### src/rtl/bus_arb_pkg.sv
// ---------------------------------------------------------------------------
// bus_arb_pkg
// Shared types and constants for the two-master bus arbiter.
//   bus_arb_state_t      : arbiter FSM states (IDLE, ISSUE, RESP)
//   bus_arb_req_t        : one latched request (addr, wdata, wmask, is_write)
//   BUS_ARB_TIMEOUT_DATA : read data returned when the slave watchdog fires
//   make_req()           : builds a request record from raw master inputs
// ---------------------------------------------------------------------------
package bus_arb_pkg;

    typedef enum logic [1:0] {
        IDLE  = 2'd0,
        ISSUE = 2'd1,
        RESP  = 2'd2
    } bus_arb_state_t;

    typedef struct packed {
        logic [31:0] addr;
        logic [31:0] wdata;
        logic [3:0]  wmask;
        logic        is_write;
    } bus_arb_req_t;

    localparam logic [31:0] BUS_ARB_TIMEOUT_DATA = 32'hDEAD_BEEF;

    // A master asserting both wen and ren is treated as a write, so the
    // operation is fully described by wen alone.
    function automatic bus_arb_req_t make_req(
        input logic [31:0] addr,
        input logic [31:0] wdata,
        input logic [3:0]  wmask,
        input logic        wen
    );
        bus_arb_req_t r;
        r.addr     = addr;
        r.wdata    = wdata;
        r.wmask    = wmask;
        r.is_write = wen;
        return r;
    endfunction

endpackage

### src/rtl/bus_arb_rr_pick.sv
// ---------------------------------------------------------------------------
// bus_arb_rr_pick
// Combinational two-input winner picker.
//   FIXED_PRIORITY : 0 = round-robin tie break, 1 = master 0 wins ties
//   req            : in  2  request vector, bit i = master i requesting
//   last_served    : in  1  index of the master served most recently
//   win            : out 2  one-hot winner, 00 when nobody requests
// ---------------------------------------------------------------------------
module bus_arb_rr_pick #(
    parameter int FIXED_PRIORITY = 0
) (
    input  logic [1:0] req,
    input  logic       last_served,
    output logic [1:0] win
);

    // A lone requester always wins; on a tie either master 0 is favoured
    // outright or the master that was not served last gets its turn.
    always_comb begin
        win = 2'b00;
        case (req)
            2'b01:   win = 2'b01;
            2'b10:   win = 2'b10;
            2'b11: begin
                if (FIXED_PRIORITY != 0 || last_served) begin
                    win = 2'b01;
                end else begin
                    win = 2'b10;
                end
            end
            default: win = 2'b00;
        endcase
    end

endmodule

### src/rtl/bus_arbiter.sv
// ---------------------------------------------------------------------------
// bus_arbiter
// Two-master, one-slave arbiter for the 32-bit CPU data bus. Master 0 is the
// CPU load/store port, master 1 the debug/DMA loader. One request at a time
// is latched, held on the slave until s_done, then answered with a one-cycle
// done pulse to the granted master.
//
// Optional feature macro: BUS_ARB_TIMEOUT_EN enables a slave watchdog that
// forces a response (rdata = 32'hDEAD_BEEF) and sets a sticky timeout_err
// after TIMEOUT_CYCLES cycles in ISSUE without s_done.
//
// Ports:
//   clk, rst                 clock, asynchronous active-low reset
//   m0_*/m1_* addr,wdata,    master request inputs (wen wins over ren)
//   wmask,wen,ren
//   m0_rdata/m1_rdata        read response data (shared latched value)
//   m0_done/m1_done          one-cycle completion pulse
//   s_addr,s_wdata,s_wmask,  slave request, driven only in ISSUE
//   s_wen,s_ren
//   s_rdata,s_done           slave response
//   grant                    one-hot active master, 00 when idle
//   timeout_err              sticky watchdog flag (0 without the feature)
// ---------------------------------------------------------------------------
module bus_arbiter
    import bus_arb_pkg::*;
#(
    parameter int FIXED_PRIORITY = 0,
    parameter int TIMEOUT_CYCLES = 255
) (
    input  logic        clk,
    input  logic        rst,
    input  logic [31:0] m0_addr,
    input  logic [31:0] m1_addr,
    input  logic [31:0] m0_wdata,
    input  logic [31:0] m1_wdata,
    input  logic [3:0]  m0_wmask,
    input  logic [3:0]  m1_wmask,
    input  logic        m0_wen,
    input  logic        m1_wen,
    input  logic        m0_ren,
    input  logic        m1_ren,
    output logic [31:0] m0_rdata,
    output logic [31:0] m1_rdata,
    output logic        m0_done,
    output logic        m1_done,
    output logic [31:0] s_addr,
    output logic [31:0] s_wdata,
    output logic [3:0]  s_wmask,
    output logic        s_wen,
    output logic        s_ren,
    input  logic [31:0] s_rdata,
    input  logic        s_done,
    output logic [1:0]  grant,
    output logic        timeout_err
);

    if (TIMEOUT_CYCLES < 2) begin : g_timeout_check
        $error("bus_arbiter: TIMEOUT_CYCLES must be at least 2");
    end

    bus_arb_state_t state;
    bus_arb_state_t next_state;
    bus_arb_req_t   cur_req;
    bus_arb_req_t   new_req;
    logic [1:0]     req_vec;
    logic [1:0]     win;
    logic [1:0]     grant_q;
    logic           last_q;
    logic [31:0]    rdata_q;
    logic           timeout_hit;

    assign req_vec = {m1_wen | m1_ren, m0_wen | m0_ren};

    bus_arb_rr_pick #(
        .FIXED_PRIORITY(FIXED_PRIORITY)
    ) u_pick (
        .req        (req_vec),
        .last_served(last_q),
        .win        (win)
    );

    assign new_req = win[1] ? make_req(m1_addr, m1_wdata, m1_wmask, m1_wen)
                            : make_req(m0_addr, m0_wdata, m0_wmask, m0_wen);

`ifdef BUS_ARB_TIMEOUT_EN
    localparam int CNT_W = $clog2(TIMEOUT_CYCLES + 1);

    logic [CNT_W-1:0] wait_cnt;
    logic             timeout_flag;

    // wait_cnt holds the number of ISSUE cycles already completed, so the
    // watchdog fires during the TIMEOUT_CYCLES-th ISSUE cycle. A real s_done
    // in that same cycle still wins.
    assign timeout_hit = (state == ISSUE) && !s_done &&
                         (wait_cnt == CNT_W'(TIMEOUT_CYCLES - 1));

    // Counter parks at zero outside ISSUE so it is clear on every entry.
    always_ff @(posedge clk or negedge rst) begin
        if (!rst) begin
            wait_cnt     <= '0;
            timeout_flag <= 1'b0;
        end else begin
            if (state == ISSUE) begin
                wait_cnt <= wait_cnt + 1'b1;
            end else begin
                wait_cnt <= '0;
            end
            if (timeout_hit) begin
                timeout_flag <= 1'b1;
            end
        end
    end

    assign timeout_err = timeout_flag;
`else
    assign timeout_hit = 1'b0;
    assign timeout_err = 1'b0;
`endif

    // State register.
    always_ff @(posedge clk or negedge rst) begin
        if (!rst) begin
            state <= IDLE;
        end else begin
            state <= next_state;
        end
    end

    // Next-state logic. RESP always returns to IDLE, which guarantees at
    // least one idle cycle between transactions.
    always_comb begin
        next_state = state;
        case (state)
            IDLE:    if (|req_vec) next_state = ISSUE;
            ISSUE:   if (s_done || timeout_hit) next_state = RESP;
            RESP:    next_state = IDLE;
            default: next_state = IDLE;
        endcase
    end

    // Request latch, response latch, grant and last-served pointer.
    // Reset leaves master 1 as last served so master 0 wins the first tie.
    always_ff @(posedge clk or negedge rst) begin
        if (!rst) begin
            cur_req <= '0;
            grant_q <= 2'b00;
            last_q  <= 1'b1;
            rdata_q <= '0;
        end else begin
            case (state)
                IDLE: begin
                    if (|req_vec) begin
                        cur_req <= new_req;
                        grant_q <= win;
                    end
                end
                ISSUE: begin
                    if (s_done) begin
                        rdata_q <= s_rdata;
                    end else if (timeout_hit) begin
                        rdata_q <= BUS_ARB_TIMEOUT_DATA;
                    end
                end
                RESP: begin
                    last_q  <= grant_q[1];
                    grant_q <= 2'b00;
                end
                default: grant_q <= 2'b00;
            endcase
        end
    end

    // Outputs: slave side is live only in ISSUE, done pulses only in RESP.
    always_comb begin
        s_addr  = '0;
        s_wdata = '0;
        s_wmask = '0;
        s_wen   = 1'b0;
        s_ren   = 1'b0;
        m0_done = 1'b0;
        m1_done = 1'b0;
        if (state == ISSUE) begin
            s_addr  = cur_req.addr;
            s_wdata = cur_req.wdata;
            s_wmask = cur_req.wmask;
            s_wen   = cur_req.is_write;
            s_ren   = !cur_req.is_write;
        end
        if (state == RESP) begin
            m0_done = grant_q[0];
            m1_done = grant_q[1];
        end
    end

    assign grant    = grant_q;
    assign m0_rdata = rdata_q;
    assign m1_rdata = rdata_q;

endmodule

### config.mk
export PLATFORM = sky130hd
export DESIGN_NAME = bus_arbiter
export DESIGN_NICKNAME = d
export VERILOG_FILES = /design/src/rtl/bus_arb_pkg.sv /design/src/rtl/bus_arb_rr_pick.sv /design/src/rtl/bus_arbiter.sv
export SDC_FILE = /design/constraint.sdc
export NUM_CORES = 1
export LEC_CHECK = 0
export ABC_CLOCK_PERIOD_IN_PS = 2200
export CAP_MARGIN = 20
export CORE_MARGIN = 1.5
export CORE_UTILIZATION = 35
export DETAILED_ROUTE_END_ITERATION = 8
export GPL_TIMING_DRIVEN = 0
export PLACE_DENSITY_LB_ADDON = 0.2
export REMOVE_ABC_BUFFERS = 1
export SLEW_MARGIN = 20
export SYNTH_ARGS = -nofsm -noshare
export SYNTH_HDL_FRONTEND = slang
export SYNTH_HIERARCHICAL = 1
export SYNTH_SLANG_ARGS = --single-unit
### constraint.sdc
create_clock -name clk -period 2.2 [get_ports clk]
set_input_delay 0.44 -clock clk [delete_from_list [all_inputs] [get_ports clk]]
set_output_delay 0.44 -clock clk [all_outputs]
set_load 0.02 [all_outputs]
==> implementation parameters, run 1 <==
Parameter                              Value

Clocking
  Clock insertion delay at the later pin of the skew report    350 ps
  CTS tree    done
  Number of clock sinks    106
  Register clock-pin slew on the reported worst setup and hold paths    70 ps
  Buffer depth of the longest clock path    2
  CTS Root Cell    sky130_fd_sc_hd__clkbuf_16
  CTS HTree Levels    3
  Clock buffers created by TritonCTS    9

Power and ir drop
  Gate power share    0.612
  Standby leakage power    4.16 nW
  Maximum ir drop on the vdd rail    0.941 mV
  Total power draw    13.3 mW
  Clock share of power    0.115
  Switching power    5.07 mW
  Cell-internal power    8.25 mW
  Seq pwr share    0.272
  Pwr per Cell Area    1440 mW/mm^2
  Switching portion of total power    0.381

Floorplanning
  Core Footprint    0.0164 mm^2
  Starting density of the core    0.355
  Width of the chip    132 um
  Die H    132 um
  Standard-cell row count    47
  Number of top-level design ports    314
  Total Die Area    0.0174 mm^2

Cells and area
  Net total in the final layout    889
  Non-filler cells, final    939
  Core utilization of the finished layout    0.564
  Number of fillers in the final layout    1365
  Synthesis-to-layout area growth    58.7%
  Layout cell share with drive strength beyond 1    0.353
  Count of inserted antenna diode cells    0

Drt
  Remaining DRCs    0
  Final wirelength    16.1 mm
  DRT antenna net count    0
  Routed via count divided by cell count    4.47
  Iteration-0 DRC count of the detailed router    87
  Via count of the routed design    4195
  Total iterations of the first detailed-routing run    4
  Average wire length per cell after detail routing    17.1 um

Placed design
  Weighted congestion reported at the end of routability-driven placement    0.762
  Post-Place Cells    909
  Detailed placement HPWL    11.5 mm
  Count of port buffers added during placement    312
  Post-Place Setup Slack    -753 ps

Global routing
  Maximum number of pins on one net before global-route repair    55
  GR Overflow Total    0
  Fraction of met2 tracks used by global routing    0.331
  First-pass GRT wire length    24.9 mm
  Via count of the first global-routing pass    4424
  Global routing usage on met1    0.213
  Met3 GRT Util    0.0538
  Global Route Usage Sum    0.182
  Antenna violations before repair    0
  Most congested layer reported by global routing    met2

Yosys
  Post-Synthesis Mean Instance Area    13.5 um^2
  Sequential share of the synthesized area    0.455
  Mux cell area share after synthesis    0.376
  Synth Area in Simple Gates    0.0895
  Fraction of the mapped netlist area in compound gates    0.00472
  Most used standard cells in the synthesized netlist    105 x sky130_fd_sc_hd__dfrtp_1, 101 x sky130_fd_sc_hd__mux2_2, 69 x sky130_fd_sc_hd__and2_1, 69 x sky130_fd_sc_hd__mux2_4, 33 x sky130_fd_sc_hd__buf_4
  Most area-consuming cells after synthesis    sky130_fd_sc_hd__dfrtp_1 45%, sky130_fd_sc_hd__mux2_2 20%, sky130_fd_sc_hd__mux2_4 18%, sky130_fd_sc_hd__and2_1 7.4%, sky130_fd_sc_hd__buf_4 4.2%
  Dominant cell by count in the synthesized netlist    sky130_fd_sc_hd__dfrtp_1
  Library cell occupying the most area in the post-synthesis netlist    sky130_fd_sc_hd__dfrtp_1
  Unique masters post-synth    23
  Area share of the largest cell type after synthesis    0.451
  Yosys warnings    6
  Post-synth EDFFs    0
  Flops & latches, synth    106
  Area share of xor/xnor cells in the synthesized design    0
  Async set-or-reset flop fraction in the synthesized netlist    1.00
  Synth Flop Type    sky130_fd_sc_hd__dfrtp_1
  Arithmetic-cell share of the synthesized area counting full adders, half adders and majority gates    0
  Largest family of logic cells by synthesized area    multiplexers
  Gate Count Post-Synth    432
  Area of the mapped netlist    0.00583 mm^2

STA
  Fraction of the cycle the final worst path needs    0.979
  RSZ-0062 raised after global routing    true
  F_max    0.464 GHz
  Worst path setup slack after routing    45.1 ps
  Number of setup violations in the final report    0
  Slew Limit Fails    0
  Final-report hold violation count    0
  Tightest Pin Transition    789 ps
  Slew Limit Headroom    0.472
  Final critical delay including setup and external delays    2150 ps
  Setup skew after layout    7.10 ps

Worst setup path
  Worst reg2reg path depth    4
  Crit. End Element    flip-flop
  Crit path DAT    2390 ps
  CP Data Required Time    2430 ps
  Startpoint of the worst register-to-register path    state[0]
  Category of the worst setup path launch point    input pin
  Worst-case register-to-register setup slack    290 ps
  Largest fanout on the critical path    24
  Worst reg2reg endpoint    m0_rdata[27]
  Start-to-end type of the worst setup path    input pin to flip-flop

Hold path
  Type of the most critical hold path    input pin to asynchronous set/reset pin

Status
  Run status    completed

Run
  MaxCap Viol Count    0
sequential cells by signal, indices dropped and copies added (netlist names):
signal    count
cur_req      69
m0_rdata     32
grant         2
state         2
last_q        1
worst max-delay path by stage:
| stage | from | end | slack (ps) | cells past startpoint |
|---|---|---|---|---|
| floorplan | m0_wen | cur_req[0] | -4500 | 4 |
| global placement | m0_wen | cur_req[33] | -6850 | 5 |
| detailed placement | m0_wen | cur_req[26] | -750 | 6 |
| CTS | state[1] | s_wdata[18] | -20 | 4 |
| global route | state[1] | s_wdata[19] | -6 | 5 |
| finish | m0_wen | cur_req[60] | 50 | 7 |
layout by cell type, fill, tap and decap left out, types with 3 or more instances in the layout:
master                              n
sky130_fd_sc_hd__clkbuf_2          26
sky130_fd_sc_hd__clkbuf_16         10
sky130_fd_sc_hd__nor2_1             4
sky130_fd_sc_hd__nand2b_1           6
sky130_fd_sc_hd__clkdlybuf4s15_2    7
sky130_fd_sc_hd__dlygate4sd2_1     23
sky130_fd_sc_hd__and2_1            69
sky130_fd_sc_hd__dfrtp_1          103
sky130_fd_sc_hd__buf_16             4
sky130_fd_sc_hd__buf_2              5
sky130_fd_sc_hd__clkdlybuf4s15_1    9
sky130_fd_sc_hd__clkdlybuf4s50_1  239
sky130_fd_sc_hd__mux2_4            69
sky130_fd_sc_hd__buf_12             3
sky130_fd_sc_hd__inv_1              4
sky130_fd_sc_hd__mux2_2           101
sky130_fd_sc_hd__buf_4              9
area by class of cell:
type,count,area [um^2],area share
multi-input combinational,265,2820,0.305
inverter,4,15.0,0.00162
clock buffer,12,256,0.0277
timing repair buffer,328,3200,0.346
sequential,106,2660,0.287
clock inverter,4,26.3,0.00284
tap,220,275,0.0297
power groups by stage:
stage	combinational (mW)	clock, mW	sequential (mW)
floorplan	4.19	0	4.22
global placement	7.58	0	3.54
detailed placement	8.41	0	3.61
CTS	8.28	1.60	3.64
global route	8.62	1.68	3.77
finish	8.16	1.54	3.63
logic make-up (layout without fill, tap and decap cells):
kind of cell / count (synthesis) / after routing
AO/OA/AOI/OAI: 4 / 5
buffers and inverters: 64 / 348
flip-flops: 106 / 106
multiplexers: 172 / 172
other: 1 / 1
AND/OR/NAND/NOR: 85 / 87
metal layers:
layer,vias to the layer above,part of all wire
met5,-,0
met4,0,0.010
met3,11,0.052
met2,127,0.54
met1,2056,0.40
li1,2001,-
per-stage QoR:
step	hold WS (ps)	setup TNS, ps	instance area, um^2
finish	40.3	0	9250
global route	68.8	-15.7	9250
CTS	52.6	-19.1	9350
detailed placement	435	-62750	8970
global placement	483	-1132570	8810
floorplan	144	-390070	5420
critical path, stage by stage:
cell and delay, ps:
sky130_fd_sc_hd__clkdlybuf4s50_1 460, sky130_fd_sc_hd__or2_4 310, sky130_fd_sc_hd__a21boi_4 200, sky130_fd_sc_hd__buf_4 160, sky130_fd_sc_hd__buf_16 170, sky130_fd_sc_hd__mux2_2 360
sky130_fd_sc_hd__mux2_4 270
what timing repair did:
action,4_1_cts,5_1_grt
resized for setup,120,52
pin swaps,2,0
setup buffers,9,1
gates cloned,3,1
hold buffers,0,0
endpoints found under the setup margin,170,49
Note: power is estimated with default switching activity, not from simulation.
==> run 2, diff against run 1 <==
--- a/config.mk
+++ b/config.mk
@@ -7,6 +7,7 @@
 export LEC_CHECK = 0
 export ABC_CLOCK_PERIOD_IN_PS = 2200
 export CAP_MARGIN = 20
+export CORE_ASPECT_RATIO = 1.25
 export CORE_MARGIN = 1.5
 export CORE_UTILIZATION = 35
 export DETAILED_ROUTE_END_ITERATION = 8
@@ -18,3 +19,4 @@
 export SYNTH_HDL_FRONTEND = slang
 export SYNTH_HIERARCHICAL = 1
 export SYNTH_SLANG_ARGS = --single-unit
+export TNS_END_PERCENT = 5
==> run 2 against run 1 <==
Against the previous run: sequential power shrank 1%; largest power group unchanged; largest cell class unchanged; sequential cell count stayed put; worst setup slack improved by 15 ps; utilization increased by 0.54 points; critical endpoint is now s_addr[12]; non-clock buffer count decreased by 1; hold slack lost 26 ps; global-route usage increased by 0.54 points; power about the same; final area is essentially flat; register-to-register slack lost 150 ps; fmax is 0.71% higher.
==> implementation parameters, run 2 (synthesized netlist as in run 1, its figures left out) <==
Parameter                              Value

Drt
  Routed via count divided by cell count    4.51
  Via count of the routed design    4214
  Remaining DRCs    0
  Iteration-0 DRC count of the detailed router    163
  Average wire length per cell after detail routing    17.3 um
  Total iterations of the first detailed-routing run    4
  DRT antenna net count    0
  Final wirelength    16.2 mm

STA
  F_max    0.467 GHz
  Final critical delay including setup and external delays    2140 ps
  Slew Limit Fails    0
  Fraction of the cycle the final worst path needs    0.973
  Setup skew after layout    12.7 ps
  Slew Limit Headroom    0.476
  Tightest Pin Transition    783 ps
  Total negative slack for setup checks    0 ps
  Final-report hold violation count    0
  Number of setup violations in the final report    0

Worst setup path
  CP Data Required Time    1760 ps
  Path length in cells of the critical path    5
  Critical path cell sequence    nor2b_4, buf_4, buf_16, and2_1, clkdlybuf4s15_2
  Number of buffer and inverter instances along the worst setup path    3
  CP max stage cell    sky130_fd_sc_hd__dfrtp_2
  Worst reg2reg path depth    4
  Crit. End Element    output pin
  Crit path DAT    1700 ps
  Category of the worst setup path launch point    flip-flop
  Start-to-end type of the worst setup path    flip-flop to output pin
  Largest fanout on the critical path    35
  Max incr delay on CP    470 ps
  Cell type group with the largest total delay on the critical path    buffers and inverters

Floorplanning
  Total Die Area    0.0174 mm^2
  Core Footprint    0.0163 mm^2
  Starting density of the core    0.358
  Standard-cell row count    52
  Die H    147 um
  Number of top-level design ports    314
  Width of the chip    118 um

Clocking
  CTS Root Cell    sky130_fd_sc_hd__clkbuf_16
  Buffer depth of the longest clock path    2
  Register clock-pin slew on the reported worst setup and hold paths    80 ps
  Clock insertion delay at the later pin of the skew report    350 ps
  Number of clock sinks    106
  Clock buffers created by TritonCTS    9
  CTS tree    done
  CTS HTree Levels    3
  Hold-fix buffers at CTS    0

Cells and area
  Post-Layout Inst Area    0.00926 mm^2
  Commonest non-fill, non-tap cell in the layout    sky130_fd_sc_hd__clkdlybuf4s50_1
  Net total in the final layout    886
  Register containing the most flip-flops in the final layout    cur_req
  Number of flip-flops under the largest register name    69
  Commonest non-fill, non-tap cells in the layout    235 x sky130_fd_sc_hd__clkdlybuf4s50_1, 103 x sky130_fd_sc_hd__dfrtp_1, 101 x sky130_fd_sc_hd__mux2_2
  Synthesis-to-layout area growth    58.8%
  Layout cell share with drive strength beyond 1    0.346

Placed design
  Post-placement cell area    0.00900 mm^2
  Count of port buffers added during placement    312
  Detailed placement HPWL    12.2 mm
  Weighted congestion reported at the end of routability-driven placement    0.765

Global routing
  First-pass GRT wire length    25.4 mm
  Via count of the first global-routing pass    4534
  Global Route Usage Sum    0.188
  Maximum number of pins on one net before global-route repair    60
  GR Overflow Total    0
  Antenna violations before repair    3

Power and ir drop
  Maximum ir drop on the vdd rail    0.626 mV
  Pwr per Cell Area    1440 mW/mm^2
  Standby leakage power    4.16 nW

Hold path
  Type of the most critical hold path    input pin to asynchronous set/reset pin

Status
  Run status    completed

Run
  MaxCap Viol Count    0
## run 2: changes by cell type in the layout (fill, tap and decap cells not counted), moves of 2 or more
cell / before / now
sky130_fd_sc_hd__clkdlybuf4s15_1: 9 / 7
sky130_fd_sc_hd__clkbuf_8: 2 / 0
sky130_fd_sc_hd__dlygate4sd2_1: 23 / 33
sky130_fd_sc_hd__clkdlybuf4s50_1: 239 / 235
sky130_fd_sc_hd__clkbuf_2: 26 / 2
sky130_fd_sc_hd__clkinv_2: 2 / 0
sky130_fd_sc_hd__inv_6: 0 / 2
sky130_fd_sc_hd__buf_2: 5 / 28
sky130_fd_sc_hd__buf_4: 9 / 5
sky130_fd_sc_hd__diode_2: 0 / 2
sky130_fd_sc_hd__buf_16: 4 / 6
## run 2: per-stage QoR
stage	std cells	utilization	setup slack (ps)	power [mW]	hold slack, ps
global placement	900	0.542	-7250	11.1	485
detailed placement	906	0.553	-624	12.1	414
floorplan	372	-	-4500	8.41	144
global route	933	0.569	-7.36	14.1	35.0
finish	934	0.569	60.3	13.3	14.3
CTS	929	0.577	0.332	13.6	30.7
## run 2: area by class of cell
cell class / instances / area [um^2]
sequential: 106 / 2660
clock inverter: 6 / 60.1
multi-input combinational: 263 / 2800
timing repair buffer: 327 / 3220
tap: 216 / 270
fill: 1410 / 7010
inverter: 4 / 15.0
antenna: 2 / 5.00
clock buffer: 10 / 229
## run 2: repair_timing
item / CTS / global route
gates resized for setup: 155 / 34
endpoints found under the setup margin: 156 / 33
setup buffers: 6 / 3
pin swaps: 1 / 0
gates cloned: 1 / 0
## run 2: final timing paths
kind | slack (ps) | end | startpoint
min in group clk | 500 | cur_req[16] | cur_req[16]
min | 10 | m0_rdata[29] | rst
min reg2reg | 500 | cur_req[16] | cur_req[16]
max | 60 | s_addr[12] | state[1]
max reg2reg | 140 | cur_req[2] | state[1]
max in group asynchronous | 1530 | cur_req[58] | rst
## run 2: where the power goes
part | internal, mW | total [mW] | switching, mW | leakage, nW
clock network | 0.796 | 1.57 | 0.774 | 0.134
registers | 2.97 | 3.59 | 0.621 | 1.24
logic | 4.48 | 8.16 | 3.69 | 2.79
total | 8.24 | 13.3 | 5.08 | 4.16
## run 2: routing by layer
metal / global-route usage / vias up / part of all wire
met5: 0 / - / 0.00080
met4: 0.0494 / 2 / 0.014
met3: 0.0547 / 14 / 0.071
met2: 0.348 / 178 / 0.54
met1: 0.209 / 2024 / 0.38
li1: - / 1996 / -
